$ cat src/rtl/inst_fetch_ctrl.sv
// Fetch-stage sequencer: owns the fetch PC, issues 1-cycle inst RAM reads,
// buffers returned words and hands {pc, pred_pc, inst} to pre-decode.
module inst_fetch_ctrl #(
    parameter logic [31:0] RESET_PC  = 32'h1c000000,
    parameter int unsigned BUF_DEPTH = 2
) (
    input  logic        clk,
    input  logic        reset,
    input  logic        halt,
    input  logic        redirect_valid,
    input  logic [31:0] redirect_pc,
    output logic        inst_ram_en,
    output logic [31:0] inst_ram_addr,
    input  logic [31:0] inst_ram_r_data,
    output logic        out_valid,
    input  logic        out_allow_in,
    output logic [31:0] out_pc,
    output logic [31:0] out_pred_pc,
    output logic [31:0] out_inst
);

    localparam int unsigned PW = $clog2(BUF_DEPTH);
    localparam int unsigned OW = PW + 1;

    typedef enum logic [1:0] {S_BOOT, S_RUN, S_HALT} state_e;

    state_e          state_q, state_d;
    logic [31:0]     fetch_pc_q, fetch_pc_d;
    logic            epoch_q, epoch_d;
    logic            infl_q, infl_d;
    logic            infl_epoch_q, infl_epoch_d;
    logic [31:0]     infl_pc_q, infl_pc_d;
    logic [OW-1:0]   occ_q, occ_d;
    logic [PW-1:0]   rd_ptr_q, rd_ptr_d;
    logic [PW-1:0]   wr_ptr_q, wr_ptr_d;
    logic [31:0]     buf_pc_q   [BUF_DEPTH];
    logic [31:0]     buf_inst_q [BUF_DEPTH];

    logic [31:0]     redir_pc_al;
    logic [31:0]     fetch_addr;
    logic [31:0]     occ_sum;
    logic            credit_ok;
    logic            req;
    logic            push;
    logic            pop;
    logic            has_head;
    logic            head_valid;
    logic            unused_redir_lsb;

    // State register
    always_ff @(posedge clk) begin
        if (reset) state_q <= S_BOOT;
        else       state_q <= state_d;
    end

    // Next-state logic
    always_comb begin
        state_d = state_q;
        case (state_q)
            S_BOOT:  state_d = S_RUN;
            S_RUN:   if (halt)  state_d = S_HALT;
            S_HALT:  if (!halt) state_d = S_RUN;
            default: state_d = S_BOOT;
        endcase
    end

    // Datapath: request/credit, buffer bookkeeping and PC tracking
    always_comb begin
        unused_redir_lsb = ^redirect_pc[1:0];
        redir_pc_al = {redirect_pc[31:2], 2'b00};
        fetch_addr  = reset ? RESET_PC : (redirect_valid ? redir_pc_al : fetch_pc_q);
        has_head    = !reset && (occ_q != '0);
        head_valid  = has_head && !redirect_valid;
        pop         = head_valid && out_allow_in;
        // A redirect discards both the buffer and the in-flight slot, so credit restarts at zero.
        occ_sum     = redirect_valid ? '0 : (32'(occ_q) + 32'(infl_q) - 32'(pop));
        credit_ok   = occ_sum < BUF_DEPTH;
        req         = !reset && (state_q == S_RUN) && !halt && credit_ok;
        push        = infl_q && (infl_epoch_q == epoch_q) && !redirect_valid;

        fetch_pc_d = fetch_pc_q;
        if (req)                 fetch_pc_d = fetch_addr + 32'd4;
        else if (redirect_valid) fetch_pc_d = redir_pc_al;

        epoch_d      = epoch_q ^ redirect_valid;
        infl_d       = req;
        infl_epoch_d = epoch_d;
        infl_pc_d    = fetch_addr;

        if (redirect_valid) begin
            occ_d    = '0;
            rd_ptr_d = '0;
            wr_ptr_d = '0;
        end else begin
            occ_d    = occ_q + OW'(push) - OW'(pop);
            rd_ptr_d = rd_ptr_q + PW'(pop);
            wr_ptr_d = wr_ptr_q + PW'(push);
        end
    end

    always_ff @(posedge clk) begin
        if (reset) begin
            fetch_pc_q   <= RESET_PC;
            epoch_q      <= 1'b0;
            infl_q       <= 1'b0;
            infl_epoch_q <= 1'b0;
            infl_pc_q    <= '0;
            occ_q        <= '0;
            rd_ptr_q     <= '0;
            wr_ptr_q     <= '0;
        end else begin
            fetch_pc_q   <= fetch_pc_d;
            epoch_q      <= epoch_d;
            infl_q       <= infl_d;
            infl_epoch_q <= infl_epoch_d;
            infl_pc_q    <= infl_pc_d;
            occ_q        <= occ_d;
            rd_ptr_q     <= rd_ptr_d;
            wr_ptr_q     <= wr_ptr_d;
        end
    end

    // Entry storage needs no reset: occupancy alone decides what is visible.
    always_ff @(posedge clk) begin
        if (push) begin
            buf_pc_q[wr_ptr_q]   <= infl_pc_q;
            buf_inst_q[wr_ptr_q] <= inst_ram_r_data;
        end
    end

    // Output logic
    always_comb begin
        inst_ram_en   = req;
        inst_ram_addr = fetch_addr;
        out_valid     = head_valid;
        out_pc        = has_head ? buf_pc_q[rd_ptr_q] : '0;
        out_pred_pc   = has_head ? (buf_pc_q[rd_ptr_q] + 32'd4) : '0;
        out_inst      = has_head ? buf_inst_q[rd_ptr_q] : '0;
    end

endmodule

$ cat config.mk
export PLATFORM = sky130hd
export DESIGN_NAME = inst_fetch_ctrl
export DESIGN_NICKNAME = d
export VERILOG_FILES = /design/src/rtl/inst_fetch_ctrl.sv
export SDC_FILE = /design/constraint.sdc
export NUM_CORES = 1
export LEC_CHECK = 0
export BUFFER_PORTS_ARGS = -buffer_cell sky130_fd_sc_hd__buf_4
export CAP_MARGIN = 20
export CORE_MARGIN = 5
export CORE_UTILIZATION = 45
export DETAILED_ROUTE_END_ITERATION = 10
export PLACE_DENSITY_LB_ADDON = 0.15
export SLEW_MARGIN = 25
export SYNTH_ARGS = -nofsm -noshare
export SYNTH_HDL_FRONTEND = slang
export SYNTH_SLANG_ARGS = --single-unit
export TNS_END_PERCENT = 30
$ cat constraint.sdc
create_clock -name clk -period 12.71 [get_ports clk]
set_clock_uncertainty 0.15 [all_clocks]
set_input_delay 3.813 -clock clk [delete_from_list [all_inputs] [get_ports clk]]
set_output_delay 3.813 -clock clk [all_outputs]
set_load 0.01 [all_outputs]
==> metrics.md <==
| Metric | Value |
|---|---|
| Worst r2r dst | `fetch_pc_q[31]$_SDFF_PP0_` |
| Via count | `around 6,700` |
| Mapped Cells | `about 800` |
| Pleak | `about 4.4 nW` |
| Post-cts resize count | `0` |
| Mapped Nets | `890` |
| Max-slew headroom | `0.411` |
| Synth top area share | `0.415` |
| TritonCTS Sinks | `199` |
| #FFs+latches synth | `between 150 and 200` |
| Avg Synthesized Cell Area | `roughly 11 µm²` |
| Share of cells above drive strength 1 | `0.270` |
| Post-CTS Setup Bufs | `0` |
| Vias in the first global route | `6,507` |
| Most frequent cell after synthesis | `nor2_1` |
| CP startpoint kind | `primary input` |
| Top cells by area, synth | `edfxtp_1 41%, dfxtp_1 15%, mux2i_1 9.9%` |
| Max-cap violation count | `0` |
| HP Start | `infl_pc_q[1]$_SDFF_PP0_` |
| Hold_buf cts | `0` |
| PD cells | `roughly 110 nW/µm²` |
| Root Buffer | `clkbuf_16` |
| GR peak layer | `met2` |
| DR DRC count | `0` |
| Initial Util | `0.458` |
| Max FO, Critical Path | `64` |
| First-pass DRT Iterations | `5` |
| Status | `complete, no violations` |
| Synth cell count leaders | `151 x nor2_1, 128 x edfxtp_1, 92 x mux2i_1` |
| Slew @ Worst Pin | `about 880 ps` |
| Hold/Removal Path Class | `register to register` |
| Largest net degree at the start of global routing | `81` |
| Final Hold Fails | `0` |
| Area Overhead vs Synth | `24.3%` |
| Die area | `about 24,000 µm²` |
| CTS Buffer Depth | `2` |
| Final antenna-violating net count | `0` |
| Synth Area in XOR/XNOR | `0.0236` |
| Setup crit end kind | `output port` |
| Reg-to-reg setup timing slack | `slightly below 9000 ps` |
| RSZ-0062 raised after global routing | `false` |
| CTS tree | `built` |
| H-tree depth | `4` |
| R2R Path Start | `occ_q[1]$_SDFF_PP0_` |
| FF-to-FF path depth | `12` |
| Final net count | `~1,100` |
| Netlist cell types | `63` |
| Met1 usage | `0.270` |
| Multi-input logic area | `approximately 3700 µm²` |
| Global placement routability congestion | `about 0.88` |
| Fillers | `1,786` |
| Met2 usage | `0.277` |
| Post-DR wirelength/cell | `~17 µm` |
| Hold depth | `0` |
| Placed Instances | `~1,200` |
| Sequential share of the synthesized area | `0.568` |
| Non-Filler Instances | `1,281` |
| # IOs | `199` |
| Met3 GRT Util | `0.0393` |
| Diodes inserted | `0` |
| Async SR Flop Fraction | `0` |
| CP arrival | `slightly below 7000 ps` |
| Cell accounting for the most synthesized area | `edfxtp_1` |
| Sum Neg Setup Slack | `0 ps` |
| Global route total overflow | `0` |
| Initial antenna violation count | `0` |
| First-pass GRT wire length | `34,700 µm` |
| Worst vdd ir | `just under 0.09 mV` |
| CP Class | `primary input to output port` |
| TritonCTS Buffers | `17` |
| Simple-gate share of the synthesized area | `0.186` |
| Crit share post-route | `0.842` |
| Worst path required time | `~8800 ps` |
| Largest family of logic cells by synthesized area | `simple AND/OR/NAND/NOR gates` |
| Die W | `approximately 150 µm` |
| Tmin final | `between 10,000 and 15,000 ps` |
| Core area | `roughly 20,000 µm²` |
| Via/cell ratio | `about 5.2` |
| Synth Area in Adders | `0.00999` |
| Setup violators final | `0` |
| Later-pin clock latency in the skew report | `430 ps` |
| Fin. max-slew vios | `0` |
| WL final | `~22,000 µm` |
| Worst Hold Path EP | `buf_pc_q[0][1]$_DFFE_PP_` |
| Reg area | `around 5300 µm²` |
| Ys Warns | `0` |
| Rows | `52` |
| Detailed Place HPWL | `between 15,000 and 20,000 µm` |
| EDFF count, synth | `roughly 130` |
| Fmax achieved | `just over 90 MHz` |
| DRT iter0 DRCs | `roughly 460` |
| Synth Area in Compound Gates | `0.0652` |
| IO buf count | `196` |
| Ys flop type | `edfxtp_1` |
| Mapped Area | `between 9000 and 10,000 µm²` |
| Overall Global Routing Usage | `0.182` |
| DIE HEIGHT | `between 150 and 200 µm` |
| Clk slew on worst S/H paths | `around 80 ps` |
| Mux contribution to synthesized area | `0.114` |
-- state kept, by name (all words and copies together), names as in the netlist --
register / flops
buf_inst_q: 64
rd_ptr_q: 1
infl_q: 1
state_q: 2
buf_pc_q: 64
wr_ptr_q: 1
occ_q: 2
infl_pc_q: 32
fetch_pc_q: 32
-- worst max-delay path, stage by stage --
cell,delay (ps)
buf_4,330
or2_1,420
nor2_1,170
nand2_1,140
or2_2,320
a21boi_0,240
fa_1,460
nor2b_1,180
a211oi_4,240
buf_4,250
buf_4,150
-- per-stage QoR --
stage          setup slack (ps)   util  instance area, µm²  total power, W  hold slack, ps
2_1_floorplan              2240      -                9270        0.000777             254
3_5_place_dp               1990  0.540               10900        0.000821             262
4_1_cts                    1980  0.568               11500         0.00134             276
6_report                   2000  0.569               11500         0.00132             277
5_1_grt                    1760  0.569               11500         0.00138             286
3_3_place_gp               2020  0.540               10900        0.000819             256
-- per-layer routing --
| layer | share of wire | wire length [µm] |
|---|---|---|
| met3 | 0.059 | 1300 |
| met5 | 0 | 0 |
| met2 | 0.44 | 9540 |
| met4 | 0.0093 | 204 |
| met1 | 0.50 | 10900 |
-- report_power, final --
part / leakage [nW] / switching [W] / internal (W)
logic: 2.33 / 0.0000533 / 0.0000419
clock network: 0.282 / 0.000256 / 0.000261
registers: 1.76 / 0.00000797 / 0.000703
total: 4.37 / 0.000317 / 0.00101
-- worst max-delay path by stage --
stage | startpoint | end | slack (ps) | cells after the start
CTS | redirect_valid | inst_ram_en | 1980 | 11
global route | redirect_valid | inst_ram_en | 1760 | 11
detailed placement | redirect_valid | inst_ram_en | 1990 | 11
finish | redirect_valid | inst_ram_en | 2000 | 11
floorplan | redirect_valid | inst_ram_en | 2240 | 12
global placement | redirect_valid | inst_ram_en | 2020 | 11
-- cell type report --
type / instances / share of cell area
Inverter: 18 / 0.00586
Timing Repair Buffer: 206 / 0.136
Tap cell: 270 / 0.0293
Sequential cell: 199 / 0.457
Clock buffer: 17 / 0.0369
Clock inverter: 15 / 0.0123
Multi-Input combinational cell: 556 / 0.322
-- cell usage in the layout (no fill, tap or decap), drive strengths merged, types with 13 or more instances in the layout --
| cell | synthesis | layout |
|---|---|---|
| dfxtp | 71 | 71 |
| nand2 | 44 | 44 |
| nand4 | 13 | 13 |
| a21oi | 14 | 14 |
| nand3 | 37 | 37 |
| and2 | 19 | 19 |
| xnor2 | 17 | 17 |
| clkbuf | 11 | 17 |
| nand3b | 22 | 22 |
| nor3 | 18 | 18 |
| nor2 | 151 | 151 |
| inv | 17 | 25 |
| edfxtp | 128 | 128 |
| mux2i | 92 | 92 |
| buf | 31 | 206 |
-- cell families (layout without fill, tap and decap cells) --
kind of cell    count (synthesis)  count (layout)
simple gates                  341             341
xor+xnor                       25              25
mux                           104             104
buf+inv                        60             256
compound gates                 79              79
fa+ha+maj                       7               7
flops                         199             199
No activity file was read; power rests on OpenSTA's default activity.
